**config.mk**
```make
export PLATFORM = sky130hd
export DESIGN_NAME = imem_fetch_ctrl
export DESIGN_NICKNAME = d
export VERILOG_FILES = /design/src/rtl/imem_fetch_pkg.sv /design/src/rtl/fetch_fifo.sv /design/src/rtl/imem_fetch_ctrl.sv
export SDC_FILE = /design/constraint.sdc
export NUM_CORES = 1
export LEC_CHECK = 0
export CAP_MARGIN = 25
export CORE_ASPECT_RATIO = 1.2
export CORE_UTILIZATION = 45
export DETAILED_ROUTE_END_ITERATION = 8
export GPL_TIMING_DRIVEN = 0
export HOLD_SLACK_MARGIN = 0.03
export PLACE_DENSITY = 0.79
export SLEW_MARGIN = 10
export SYNTH_ARGS = -nofsm -noshare
export SYNTH_HDL_FRONTEND = slang
export SYNTH_SLANG_ARGS = --single-unit
```
**constraint.sdc**
```tcl
create_clock -name clk -period 8.63 [get_ports clk]
set_input_delay 1.2945 -clock clk [delete_from_list [all_inputs] [get_ports clk]]
set_output_delay 1.2945 -clock clk [all_outputs]
set_load 0.05 [all_outputs]
```
**src/rtl/imem_fetch_pkg.sv**
```systemverilog
// Shared types and constants for the instruction-fetch sequencer.
package imem_fetch_pkg;

  localparam int unsigned XLEN        = 32;
  localparam int unsigned INSTR_BYTES = 4;
  localparam logic [XLEN-1:0] NOP     = 32'h0000_0013;

  typedef enum logic {
    RUN   = 1'b0,
    FAULT = 1'b1
  } fetch_state_e;

  // Word aligned and the whole word inside IMEM; 33-bit compare so pc+3 cannot wrap.
  function automatic logic fetch_legal(input logic [XLEN-1:0] pc,
                                       input int unsigned     imem_size);
    logic [XLEN:0] last_byte;
    last_byte   = {1'b0, pc} + (XLEN+1)'(INSTR_BYTES - 1);
    fetch_legal = (pc[1:0] == 2'b00) && (last_byte < (XLEN+1)'(imem_size));
  endfunction

endpackage

```
**src/rtl/fetch_fifo.sv**
```systemverilog
// Synchronous prefetch FIFO of {pc,instr} entries with push, pop and flush.
module fetch_fifo #(
  parameter int unsigned DEPTH = 2,
  parameter int unsigned WIDTH = 64,
  parameter int unsigned AW    = $clog2(DEPTH)
) (
  input  logic             clk,
  input  logic             rst,
  input  logic             push,
  input  logic [WIDTH-1:0] push_data,
  input  logic             pop,
  input  logic             flush,
  output logic [WIDTH-1:0] head_data,
  output logic             empty,
  output logic [AW:0]      count
);

  localparam int unsigned CW = AW + 1;

  logic [WIDTH-1:0] mem_q [DEPTH];
  logic [WIDTH-1:0] mem_d [DEPTH];
  logic [AW-1:0]    wr_ptr_q, wr_ptr_d;
  logic [AW-1:0]    rd_ptr_q, rd_ptr_d;
  logic [CW-1:0]    count_q,  count_d;

  always_comb begin
    mem_d    = mem_q;
    wr_ptr_d = wr_ptr_q;
    rd_ptr_d = rd_ptr_q;
    count_d  = count_q;
    if (flush) begin
      wr_ptr_d = '0;
      rd_ptr_d = '0;
      count_d  = '0;
    end else begin
      if (push) begin
        mem_d[wr_ptr_q] = push_data;
        wr_ptr_d        = wr_ptr_q + AW'(1);
      end
      if (pop) begin
        rd_ptr_d = rd_ptr_q + AW'(1);
      end
      count_d = count_q + CW'(push) - CW'(pop);
    end
  end

  always_ff @(posedge clk or posedge rst) begin
    if (rst) begin
      for (int unsigned i = 0; i < DEPTH; i++) begin
        mem_q[i] <= '0;
      end
      wr_ptr_q <= '0;
      rd_ptr_q <= '0;
      count_q  <= '0;
    end else begin
      mem_q    <= mem_d;
      wr_ptr_q <= wr_ptr_d;
      rd_ptr_q <= rd_ptr_d;
      count_q  <= count_d;
    end
  end

  assign head_data = mem_q[rd_ptr_q];
  assign empty     = (count_q == '0);
  assign count     = count_q;

endmodule

```
**src/rtl/imem_fetch_ctrl.sv**
```systemverilog
// Fetch sequencer: owns the fetch PC, fills the prefetch FIFO from IMEM,
// handles redirects and halts on illegal fetch addresses.
module imem_fetch_ctrl
  import imem_fetch_pkg::*;
#(
  parameter logic [31:0] RESET_PC   = 32'h0,
  parameter int unsigned IMEM_SIZE  = 1024,
  parameter int unsigned FIFO_DEPTH = 2
) (
  input  logic        clk,
  input  logic        rst,
  input  logic        fetch_en,
  output logic [31:0] imem_pc,
  input  logic [31:0] imem_instr,
  output logic        if_valid,
  input  logic        if_ready,
  output logic [31:0] if_instr,
  output logic [31:0] if_pc,
  input  logic        redirect_valid,
  input  logic [31:0] redirect_pc,
  output logic        fault,
  output logic [31:0] fault_pc,
  output logic [31:0] instr_count
);

  localparam int unsigned CW = $clog2(FIFO_DEPTH) + 1;

  fetch_state_e state_q, state_d;
  logic [31:0]  fetch_pc_q, fetch_pc_d;
  logic         fault_q, fault_d;
  logic [31:0]  fault_pc_q, fault_pc_d;
  logic [31:0]  instr_count_q, instr_count_d;

  logic          fifo_empty;
  logic [CW-1:0] fifo_count;
  logic [63:0]   fifo_head;
  logic          pop;
  logic          push;
  logic          fetch_try;
  logic          legal;
  logic          has_room;

  always_comb begin
    pop       = !fifo_empty && if_ready;
    legal     = fetch_legal(fetch_pc_q, IMEM_SIZE);
    has_room  = (fifo_count < CW'(FIFO_DEPTH)) || pop;
    fetch_try = (state_q == RUN) && fetch_en && !redirect_valid;
    push      = fetch_try && legal && has_room;

    state_d       = state_q;
    fetch_pc_d    = fetch_pc_q;
    fault_d       = fault_q;
    fault_pc_d    = fault_pc_q;
    instr_count_d = instr_count_q + 32'(pop);

    // Redirect overrides everything in both states; a pop in the same cycle still counts.
    if (redirect_valid) begin
      state_d    = RUN;
      fetch_pc_d = redirect_pc;
      fault_d    = 1'b0;
    end else if (fetch_try && !legal) begin
      state_d    = FAULT;
      fault_d    = 1'b1;
      fault_pc_d = fetch_pc_q;
    end else if (push) begin
      fetch_pc_d = fetch_pc_q + 32'(INSTR_BYTES);
    end
  end

  always_ff @(posedge clk or posedge rst) begin
    if (rst) begin
      state_q       <= RUN;
      fetch_pc_q    <= RESET_PC;
      fault_q       <= 1'b0;
      fault_pc_q    <= '0;
      instr_count_q <= '0;
    end else begin
      state_q       <= state_d;
      fetch_pc_q    <= fetch_pc_d;
      fault_q       <= fault_d;
      fault_pc_q    <= fault_pc_d;
      instr_count_q <= instr_count_d;
    end
  end

  fetch_fifo #(
    .DEPTH (FIFO_DEPTH),
    .WIDTH (64)
  ) u_fifo (
    .clk       (clk),
    .rst       (rst),
    .push      (push),
    .push_data ({fetch_pc_q, imem_instr}),
    .pop       (pop),
    .flush     (redirect_valid),
    .head_data (fifo_head),
    .empty     (fifo_empty),
    .count     (fifo_count)
  );

  assign imem_pc     = fetch_pc_q;
  assign if_valid    = !fifo_empty;
  assign if_pc       = fifo_empty ? '0 : fifo_head[63:32];
  assign if_instr    = fifo_empty ? '0 : fifo_head[31:0];
  assign fault       = fault_q;
  assign fault_pc    = fault_pc_q;
  assign instr_count = instr_count_q;

endmodule

```
Word-level counts from Yosys, hierarchy flattened. Cells that the tools add are included.

Word-level logic and storage cells: 64. Memory bits (writable): 0. Bits in read-only memories: 0. Bits in latches: 0. Register bits after elaboration: 229. Output and inout port bits: 162. Memories kept: 0. Bits of input ports: 69.

Shift-type cells: 0. Divide/modulo/power cells: 0. Multipliers: 0. Reductions and logical operators: 20. Magnitude comparators: 5. Bitwise gates (word level): 4. Add/sub/neg operators: 7. Eq/ne operators: 1. Mux-type cells: 18.

Operators by type and width (count): $mux 64 (4); $mux 32 (5); $bwmux 128 (1); $demux 64 s1 (1); $add 32x2->33 const B (1); $lt 33x11->1 const B (1); $add 32x1->32 (1); $add 32x3->32 const B (1); $logic_and 1x1->1 (8); $mux 1 (6); $reduce_and 2->1 (3); $reduce_bool 2->1 (3); $ge 2x2->1 const B (2); $logic_not 2->1 (2); $not 1->2 (2); $logic_not 1->1 (3); $add 1x1->1 const B (2); $add 2x1->2 (1); $lt 2x1->1 const B (1); $lt 2x2->1 const B (1); $mux 2 (1); $ne 2x2->1 const B (1); $not 1->1 (2); $sub 2x1->2 (1); $logic_or 1x1->1 (1).

Longest topological paths before layout. Gate-level depths: netlist (run 1).

Depth in word-level cells: 8. Mapped depth: 12.

Modules after synthesis. From an unflattened synthesis (run 1), not the netlist that was laid out.

Cells, all modules: 820. Area, all modules: 10973.0 µm².

Modules (own cells, without submodules): fetch_fifo (cells each 360, times used 1, sequential area each 3303.2 µm², area each 6055.8 µm²); imem_fetch_ctrl (cells each 460, times used 1, sequential area each 2427.3 µm², area each 4917.2 µm²).

Worst setup path after synthesis (run 1). Ideal clock, no wire load.

Path kind: reg-to-reg. From: register fetch_pc_q[5] (netlist: imem_pc[5]). To: register u_fifo.mem_q[35] (netlist name). Cell stages (with the launch flop): 13. Setup slack: 5.135 ns. Data required time: 8.505 ns. Buffers on the path: 4. Data arrival time: 3.369 ns. Setup time: 0.125 ns. Cell sequence: dfrtp_1 > buf_2 > and4_1 > nand4_1 > or3_1 > a22oi_2 > nand4_2 > or4_1 > buf_2 > or2_1 > buf_6 > buf_6 > mux2_4.

Cells in the longest elaborated chain, start to end: 6.

Ends and longest elaborated chain: from (decl) (line imem_fetch_ctrl.sv:29) `logic [31:0] fetch_pc_q, fetch_pc_d;`; from (signal assigned) (line imem_fetch_ctrl.sv:79) `fetch_pc_q <= fetch_pc_d;`; $add 32x2->33 (line imem_fetch_pkg.sv:17) `last_byte = {1'b0, pc} + (XLEN+1)'(INSTR_BYTES - 1);`; $lt 33x11->1 (line imem_fetch_pkg.sv:18) `fetch_legal = (pc[1:0] == 2'b00) && (last_byte < (XLEN+1)'(imem_size));`; $logic_and 1x1->1 (line imem_fetch_pkg.sv:18); $logic_and 1x1->1 (2 in series) (line imem_fetch_ctrl.sv:48) `push = fetch_try && legal && has_room;`; $reduce_and 2->1 (no line); to (signal assigned) (line fetch_fifo.sv:56) `mem_q <= mem_d;`; to (decl) (line fetch_fifo.sv:20) `logic [WIDTH-1:0] mem_q [DEPTH];`.

No other way between the ends. A chain may end at the register's enable or synchronous reset.

Final worst setup path (run 1).
From: register u_fifo.rd_ptr_q. To: output port if_instr[12].

Cells in the longest elaborated chain, start to end: 5.

Ends and longest elaborated chain: from (decl) (line fetch_fifo.sv:23) `logic [AW-1:0] rd_ptr_q, rd_ptr_d;`; from (signal assigned) (line fetch_fifo.sv:58) `rd_ptr_q <= rd_ptr_d;`; $not 1->2 (not written as such) (line fetch_fifo.sv:63) `assign head_data = mem_q[rd_ptr_q];`; $mux 64 (not written as such) (3 in series) (line fetch_fifo.sv:63); $mux 32 (line imem_fetch_ctrl.sv:104) `assign if_instr = fifo_empty ? '0 : fifo_head[31:0];`; to (decl) (line imem_fetch_ctrl.sv:17) `output logic [31:0] if_instr,`.

No other way between the ends. The select of a mux whose other input is x is not followed.

==> results of run 1 <==
kinds of logic (layout without fill, tap and decap cells):
kind of cell / Yosys count / after routing
AND/OR/NAND/NOR: 244 / 244
AO/OA/AOI/OAI: 31 / 31
adder cells (fa/ha/maj): 5 / 5
XOR/XNOR: 38 / 38
flip-flops: 229 / 229
buffers and inverters: 54 / 325
multiplexers: 202 / 202
layout make-up:
class	count	area share, %
inverters	11	0.3590
plain buffers	43	1.565
clock buffers	36	5.118
repair buffers	232	17.34
well taps	274	2.522
clock inverters	3	0.1933
flip-flops and latches	229	42.16
multi-input cells	520	30.74
worst paths after layout:
kind	endpoint	slack, ns	cells after the start
worst min-delay path	instr_count[31]$_DFF_PP0_	0.48	1
max in group asynchronous	fault_pc[4]$_DFFE_PP0P_	6.22	4
worst min register to register	instr_count[31]$_DFF_PP0_	0.48	1
worst max register to register	u_fifo.mem_q[81]$_DFFE_PP0P_	4.73	10
worst max-delay path	if_instr[12]	4.21	5
min in group asynchronous	instr_count[31]$_DFF_PP0_	1.23	2
layout by cell type, fill, tap and decap left out, types with 3 or more instances in the layout:
| cell type | count |
|---|---|
| clkbuf_1 | 29 |
| buf_2 | 11 |
| nand3_1 | 30 |
| inv_1 | 9 |
| a211o_1 | 3 |
| buf_6 | 5 |
| clkbuf_8 | 5 |
| nor2b_1 | 25 |
| xnor2_1 | 29 |
| mux2i_1 | 69 |
| o21ai_0 | 12 |
| and3_1 | 9 |
| a21o_1 | 3 |
| and4_1 | 9 |
| mux2_1 | 4 |
| and2_1 | 30 |
| ha_1 | 5 |
| mux2_2 | 94 |
| nor3_1 | 4 |
| clkbuf_16 | 24 |
| nand4_1 | 11 |
| mux2_4 | 35 |
| nand2b_1 | 4 |
| buf_1 | 5 |
| dfrtp_1 | 229 |
| nor4_1 | 6 |
| nor2_1 | 81 |
| xor2_1 | 9 |
| clkdlybuf4s50_1 | 230 |
| nand2_1 | 26 |
state kept, by name, summed over array words and instances, names as in the netlist:
register         cells
u_fifo.count         2
u_fifo.wr_ptr_q      1
u_fifo.rd_ptr_q      1
fault                1
fault_pc            32
instr_count         32
imem_pc             32
u_fifo.mem_q       128
stage by stage:
| step | setup TNS (ns) | std cells |
|---|---|---|
| after CTS | 0 | 1348 |
| after global placement | -407.37 | 1307 |
| after floorplan | 0 | 803 |
| final | 0 | 1348 |
| after global routing | 0 | 1348 |
| after detailed placement | 0 | 1309 |
metal layers:
layer / track usage, % / part of all wire [%] / vias up
met2: 35.16 / 48 / 201
met5: 0 / 0 / -
met3: 4.802 / 7.3 / 43
li1: - / - / 3280
met4: 7.198 / 2.9 / 0
met1: 26.32 / 42 / 3454
report_power, final:
group / internal (uW) / leakage, uW / switching (uW)
sequential: 1150 / 0.00302 / 62.2
combinational: 247 / 0.00260 / 422
clock: 552 / 0.000355 / 404
==> results_dict.tcl, run 1 <==
set metrics [dict create \
    violations "DRC" \
    cts_resized 0 \
    die-width_um 139.2 \
    dpl_cell_area_um2 12870 \
    antenna_found_initial 0 \
    maxCapViolCount 0 \
    yosysSeqAreaShare_pct 56.39 \
    arrival_ns 3.13 \
    cts_max_level 1 \
    num_rows 59 \
    crit_required_ns 7.34 \
    synth-main-ff-cell "dfrtp_1" \
    worstSetupEndpointType "primary output" \
    grt_max_degree 106 \
    powerDensity_nw_per_um2 208.7 \
    leakage_uw 0.005976 \
    drive_above_1_share_pct 17.32 \
    min_path_type "register to register" \
    crit_chain "clkbuf_1, buf_1, mux2i_1, nor2_1, clkdlybuf4s50_1" \
    antenna_cells 0 \
    hold_viol_final 0 \
    peakVddDrop_mv 0.1833 \
    ys_seq_elements 229 \
    hp-start "instr_count[31]$_DFF_PP0_" \
    power_uw 2837 \
    detailedRoute.firstIterationViolations 285 \
    crit_path_start "u_fifo.rd_ptr_q$_DFFE_PP0P_" \
    synth_edf_count 0 \
    synth-compound-area-share_pct 2.118 \
    die_h_um 166.6 \
    setup_slack_ns 4.207 \
    synth_common_cells "dfrtp_1 (229), mux2_2 (94), nor2_1 (81), mux2i_1 (69), mux2_4 (35)" \
    netlist_instances 803 \
    cp_slowest_cell "clkdlybuf4s50_1" \
    hold_ws_ns 0.4783 \
    clock_path_buffers 3 \
    vias 6978 \
    overflow 0 \
    synth_top_area_share_pct 56.39 \
    cts_root_buf "clkbuf_16" \
    start_util_pct 46.35 \
    period_needed_ns 4.423 \
    rsz0062_at_grt "no" \
    path_buf_inv 3 \
    finalSetupViolations 0 \
    muxShareOfSynthArea_pct 22.83 \
    grt_pass1_vias 7347 \
    worst_slew_margin_rel_pct 48.15 \
    final-seq-area_um2 5731 \
    max_stage_delay_ns 0.81 \
    critPathLaunchType "register" \
    max_freq_mhz 226.1 \
    criticalPathCategory "register to primary output" \
    post_drt_wl_per_cell_um 17.48 \
    hold_buffers 0 \
    hpwl_mm 16.57 \
    worst_pin_slew_ns 0.7778 \
    status "finished, violations left" \
    synth_top_area_cell "dfrtp_1" \
    port_buffers 230 \
    multi_input_area_um2 4178 \
    skew_ns 0.01461 \
    avgSynthCellArea_um2 12.66 \
    cts_buffers 24 \
    n_fill_cell 1710 \
    synth_cell_type_count 46 \
    post-route-drc-count 10 \
    async_flop_share_pct 100.0 \
    clk_latency_ns 0.51 \
    drv_slew 0 \
    synth_fp_nets 877 \
    ios 231 \
    core_area_um2 21920 \
    synth.most_common_cell "dfrtp_1" \
    path_clk_slew_ns 0.06 \
    dieArea_um2 23190 \
    place_congestion 0.8131 \
    synth_xor_area_share_pct 3.275 \
    antenna_left 0 \
    synthAdderAreaFrac_pct 0.6156 \
    post-place-ws_ns 4.530 \
    wl_mm 23.57 \
    critical-path-top-delay-family "buffers and inverters" \
    cts_num_sinks 229 \
    synth-simple-area-share_pct 12.28 \
    synth_warnings 0 \
    r2r-start "imem_pc[3]$_DFFE_PP0P_" \
    grt_use_total_pct 20.85 \
    design_area_um2 13590 \
    grt_pass1_wl_mm 38.86 \
    crit_path_max_fanout 10 \
    timing.final.crit_share_pct 51.25 \
    nets 1135 \
    cts_setup_buffers 0 \
    syn_area_um2 10160 \
    first_pass_iters 9 \
    final_util_pct 61.99 \
    synth_top_family_by_area "multiplexers" \
    ys_top_cells_by_area "dfrtp_1 (56%), mux2_2 (10%), mux2i_1 (6.8%), mux2_4 (5.2%), nor2_1 (3.0%)" \
    layout-area-overhead-vs-synth_pct 33.75 \
    cts_tree "done" \
    vias_per_cell 5.177 \
]
No activity file was read; power rests on OpenSTA's default activity.
==> inputs of run 2 (changes only) <==
clock period = 4.1 ns   (was 8.63 ns; I/O delays follow)
==> results_dict.tcl, run 2 (synthesized netlist as in run 1, its figures left out) <==
set metrics [dict create \
    grt_pass1_vias 7397 \
    skew_ns 0.01463 \
    final_util_pct 62.96 \
    core_area_um2 21920 \
    place_congestion 0.7841 \
    rsz0062_at_grt "no" \
    worst_pin_slew_ns 0.8183 \
    worst_slew_margin_rel_pct 45.45 \
    crit_required_ns 3.48 \
    die-width_um 139.2 \
    grt_use_total_pct 21.01 \
    whs_path_depth 1 \
    post_drt_wl_per_cell_um 17.66 \
    wl_mm 23.98 \
    instances_no_fill 1358 \
    cts_setup_buffers 0 \
    worstReg2RegEnd "u_fifo.mem_q[82]$_DFFE_PP0P_" \
    vias 7029 \
    clock_path_buffers 3 \
    period_needed_ns 3.889 \
    n_fill_cell 1713 \
    cts_num_sinks 229 \
    hpwl_mm 16.91 \
    clk_latency_ns 0.52 \
    holdPathEnd "instr_count[31]$_DFF_PP0_" \
    cts_max_level 1 \
    grt_max_degree 38 \
    critPathLaunchType "register" \
    finalSetupViolations 0 \
    largest-register "u_fifo.mem_q" \
    drv_slew 0 \
    ios 231 \
    crit_path_max_fanout 10 \
    layout-area-overhead-vs-synth_pct 35.84 \
    antenna_cells 0 \
    cts_buffers 24 \
    violations "DRC" \
    path_clk_slew_ns 0.06 \
    criticalPathCategory "register to primary output" \
    leakage_uw 0.006082 \
    final_cell_mix "clkdlybuf4s50_1 (230), dfrtp_1 (229), mux2_2 (94)" \
    hp-start "instr_count[31]$_DFF_PP0_" \
    crit_chain "clkbuf_1, clkbuf_1, mux2i_1, nor2_1, clkdlybuf4s50_1" \
    nets 1140 \
    largest_register_ff_count 128 \
    r2r-start "imem_pc[3]$_DFFE_PP0P_" \
    rrSetupSlack_ns 0.28 \
    num_rows 59 \
    cts_root_buf "clkbuf_16" \
    antenna_left 0 \
    port_buffers 230 \
    antenna_found_initial 0 \
    layout_commonest_cell "clkdlybuf4s50_1" \
    worstSetupEndpointType "primary output" \
    drive_above_1_share_pct 18.54 \
    die_h_um 166.6 \
    cpMostUsedCell "clkbuf_1" \
    maxCapViolCount 0 \
    max_stage_delay_ns 0.81 \
    cp_slowest_cell "clkdlybuf4s50_1" \
    peakVddDrop_mv 0.4013 \
    detailedRoute.firstIterationViolations 270 \
    cts_tree "done" \
    critical-path-top-delay-family "buffers and inverters" \
    post-place-ws_ns 0.1461 \
    powerDensity_nw_per_um2 455.2 \
    max_freq_mhz 257.1 \
    power_uw 6283 \
    grt_pass1_wl_mm 39.21 \
    min_path_type "register to register" \
    setup_slack_ns 0.2111 \
    status "finished, violations left" \
    vias_per_cell 5.176 \
    dieArea_um2 23190 \
    overflow 0 \
    first_pass_iters 9 \
    hold_viol_final 0 \
    dp.cells 1314 \
    post-route-drc-count 13 \
    start_util_pct 46.35 \
    path_buf_inv 3 \
    timing.final.crit_share_pct 94.85 \
    arrival_ns 3.27 \
    r2r_cells 10 \
]
-- run 2: changes by cell type in the layout (fill, tap and decap cells not counted), moves of 2 or more --
| cell | before | now |
|---|---|---|
| buf_16 | 2 | 0 |
| clkinv_2 | 2 | 8 |
| buf_12 | 0 | 7 |
| bufinv_16 | 0 | 4 |
| clkbuf_1 | 29 | 24 |
-- run 2: repair_timing --
action,in CTS,in global routing
hold buffers,0,0
gates resized for setup,0,1
setup endpoints to repair,0,36
-- run 2: metal layers --
layer	vias to the layer above	GRT usage, %	wire (um)
met1	3466	26.82	10310
met4	0	7.005	653
met2	208	35.22	11410
met5	-	0	0
met3	42	4.859	1605
li1	3313	-	-
-- run 2: through the flow --
stage | area, um^2 | hold WS [ns] | TNS (ns)
4_1_cts | 13800 | 0.4755 | 0
2_1_floorplan | 10170 | 0.4533 | 0
5_1_grt | 13800 | 0.4948 | 0
3_3_place_gp | 12810 | 0.4618 | -270.75
6_report | 13800 | 0.4727 | 0
3_5_place_dp | 12950 | 0.4652 | 0
-- run 2: final cells by class --
| cell class | count | area, um^2 | area share [%] |
|---|---|---|---|
| multi-input combinational | 520 | 4183 | 30.30 |
| sequential | 229 | 5731 | 41.51 |
| tap | 274 | 342.8 | 2.483 |
| buffer | 43 | 212.7 | 1.541 |
| clock buffer | 30 | 663.1 | 4.804 |
| clock inverter | 14 | 185.2 | 1.341 |
| inverter | 11 | 45.04 | 0.3263 |
| timing repair buffer | 237 | 2442 | 17.69 |
-- run 2: worst max-delay path by stage --
| stage | end | slack (ns) | cells after the start | start |
|---|---|---|---|---|
| 5_1_grt | if_instr[24] | 0.04 | 5 | u_fifo.rd_ptr_q$_DFFE_PP0P_ |
| 3_5_place_dp | u_fifo.mem_q[82]$_DFFE_PP0P_ | 0.15 | 10 | imem_pc[3]$_DFFE_PP0P_ |
| 4_1_cts | u_fifo.mem_q[82]$_DFFE_PP0P_ | 0.13 | 10 | imem_pc[3]$_DFFE_PP0P_ |
| 6_report | if_instr[26] | 0.21 | 5 | u_fifo.rd_ptr_q$_DFFE_PP0P_ |
| 3_3_place_gp | u_fifo.mem_q[89]$_DFFE_PP0P_ | -1.21 | 2 | rst |
| 2_1_floorplan | fault$_DFFE_PP0P_ | 0.49 | 1 | rst |
-- run 2: worst reg2reg max path, delay by kind of cell, from the launching register on --
kind                       cells  cell delay [ns]
DFF                            1             0.53
AOI/OAI and AO/OA              1             0.35
and+or+nand+nor                6             1.85
adders and majority gates      1             0.26
buffers and inverters          1             0.34
muxes                          1             0.38
-- run 2: report_power, final --
| part | internal, uW | switching (uW) |
|---|---|---|
| clock | 1400 | 907 |
| sequential | 2420 | 129 |
| combinational | 529 | 898 |
| total | 4350 | 1930 |
==> inputs of run 3 (changes only) <==
HOLD_SLACK_MARGIN = 0.15   (was 0.03)
RECOVER_POWER = 50   (was not set)
==> results_dict.tcl, run 3 (synthesized netlist as in run 1, its figures left out) <==
set metrics [dict create \
    status "finished, violations left" \
    violations "DRC, capacitance limit, slew limit" \
    nets 1140 \
    holdPathEnd "instr_count[31]$_DFF_PP0_" \
    path_clk_slew_ns 0.06 \
    hold_viol_final 0 \
    cts_max_level 1 \
    start_util_pct 46.35 \
    cts_root_buf "clkbuf_16" \
    core_area_um2 21920 \
    multi_input_area_um2 4183 \
    grt_pass1_vias 7397 \
    cpMostUsedCell "clkbuf_1" \
    timing.final.crit_share_pct 94.88 \
    worstSetupEndpointType "primary output" \
    post-route-drc-count 13 \
    layout_commonest_cell "dfrtp_1" \
    layout-area-overhead-vs-synth_pct 35.05 \
    criticalPathCategory "register to primary output" \
    die_h_um 166.6 \
    dp.cells 1314 \
    post-place-ws_ns 0.1461 \
    drv_slew 31 \
    worst_slew_margin_rel_pct -3.587 \
    clock_path_buffers 3 \
    arrival_ns 3.28 \
    largest_register_ff_count 128 \
    antenna_found_initial 0 \
    peakVddDrop_mv 0.3951 \
    largest-register "u_fifo.mem_q" \
    final_cell_mix "dfrtp_1 (229), clkdlybuf4s50_1 (188), mux2_2 (94)" \
    maxCapViolCount 2 \
    r2r_cells 10 \
    cts_tree "done" \
    tns_ns 0 \
    min_path_type "register to register" \
    rrSetupSlack_ns 0.29 \
    period_needed_ns 3.890 \
    wl_mm 23.89 \
    grt_use_total_pct 21.01 \
    drive_above_1_share_pct 18.36 \
    max_stage_delay_ns 0.81 \
    grt_max_degree 38 \
    detailedRoute.firstIterationViolations 267 \
    final-seq-area_um2 5731 \
    finalSetupViolations 0 \
    worstReg2RegEnd "u_fifo.mem_q[86]$_DFFE_PP0P_" \
    num_rows 59 \
    dieArea_um2 23190 \
    crit_chain "clkbuf_1, clkbuf_1, mux2i_1, nor2_1, clkdlybuf4s50_1" \
    clk_latency_ns 0.52 \
    max_freq_mhz 257.1 \
    crit_required_ns 3.48 \
    first_pass_iters 9 \
    vias 7044 \
    antenna_left 0 \
    grt_pass1_wl_mm 39.21 \
    critPathLaunchType "register" \
    post_drt_wl_per_cell_um 17.59 \
    cts_setup_buffers 0 \
    vias_per_cell 5.187 \
    die-width_um 139.2 \
    n_fill_cell 1722 \
    path_buf_inv 3 \
    hpwl_mm 16.91 \
    hp-start "instr_count[31]$_DFF_PP0_" \
    powerDensity_nw_per_um2 454.0 \
    cts_buffers 24 \
    skew_ns 0.01586 \
    ios 231 \
    place_congestion 0.7841 \
    setup_slack_ns 0.2100 \
    crit_path_max_fanout 10 \
    antenna_cells 0 \
    critical-path-top-delay-family "buffers and inverters" \
    overflow 0 \
    worst_pin_slew_ns 1.554 \
    instances_no_fill 1358 \
    r2r-start "imem_pc[3]$_DFFE_PP0P_" \
    cts_num_sinks 229 \
    port_buffers 230 \
    leakage_uw 0.006080 \
    rsz0062_at_grt "no" \
    whs_path_depth 1 \
    hold_ws_ns 0.4672 \
    cp_slowest_cell "clkdlybuf4s50_1" \
]
[run 3: changes by cell type in the layout (fill, tap and decap cells not counted)]
cell and delta:
clkdlybuf4s50_1 -42, and2_0 +2, buf_12 -5, clkbuf_1 +2, clkinvlp_4 -1, dlygate4sd3_1 +42, and2_1 -2, clkbuf_2 +3
clkinvlp_2 +1
[run 3: per-stage QoR]
stage | cell area, um^2 | utilization, % | total power, uW
detailed placement | 12950 | 59.07 | 4018
finish | 13720 | 62.60 | 6231
global route | 13720 | 62.60 | 6454
global placement | 12810 | 58.43 | 3982
CTS | 13800 | 62.94 | 6345
floorplan | 10170 | - | 3488
[run 3: what timing repair did]
item,4_1_cts,5_1_grt
hold buffers,0,0
resized for setup,0,1
endpoints found under the setup margin,0,36
[run 3: worst max path at each step]
stage                                            from                            to  slack, ns  depth (start not counted)
final                     u_fifo.rd_ptr_q$_DFFE_PP0P_                  if_instr[26]       0.21                          5
after global routing      u_fifo.rd_ptr_q$_DFFE_PP0P_                  if_instr[24]       0.04                          5
after CTS                      imem_pc[3]$_DFFE_PP0P_  u_fifo.mem_q[82]$_DFFE_PP0P_       0.13                         10
after detailed placement       imem_pc[3]$_DFFE_PP0P_  u_fifo.mem_q[82]$_DFFE_PP0P_       0.15                         10
after global placement                            rst  u_fifo.mem_q[89]$_DFFE_PP0P_      -1.21                          2
after floorplan                                   rst             fault$_DFFE_PP0P_       0.49                          1
[run 3: layout make-up]
type,count,share of cell area [%]
well taps,274,2.498
plain buffers,43,1.550
clock inverters,14,1.349
repair buffers,237,17.23
flip-flops and latches,229,41.75
clock buffers,30,4.832
multi-input cells,520,30.48
inverters,11,0.3100
[run 3: where the power goes]
group / switching [uW] / internal [uW]
Clock: 904 / 1400
Sequential: 124 / 2420
Combinational: 895 / 487
Total: 1920 / 4310
[run 3: routing by layer]
metal,global-route usage (%),up-vias,share of wire (%)
li1,-,3307,-
met2,35.22,213,48
met1,26.82,3481,43
met4,7.005,0,2.7
met3,4.859,43,6.7
met5,0,-,0
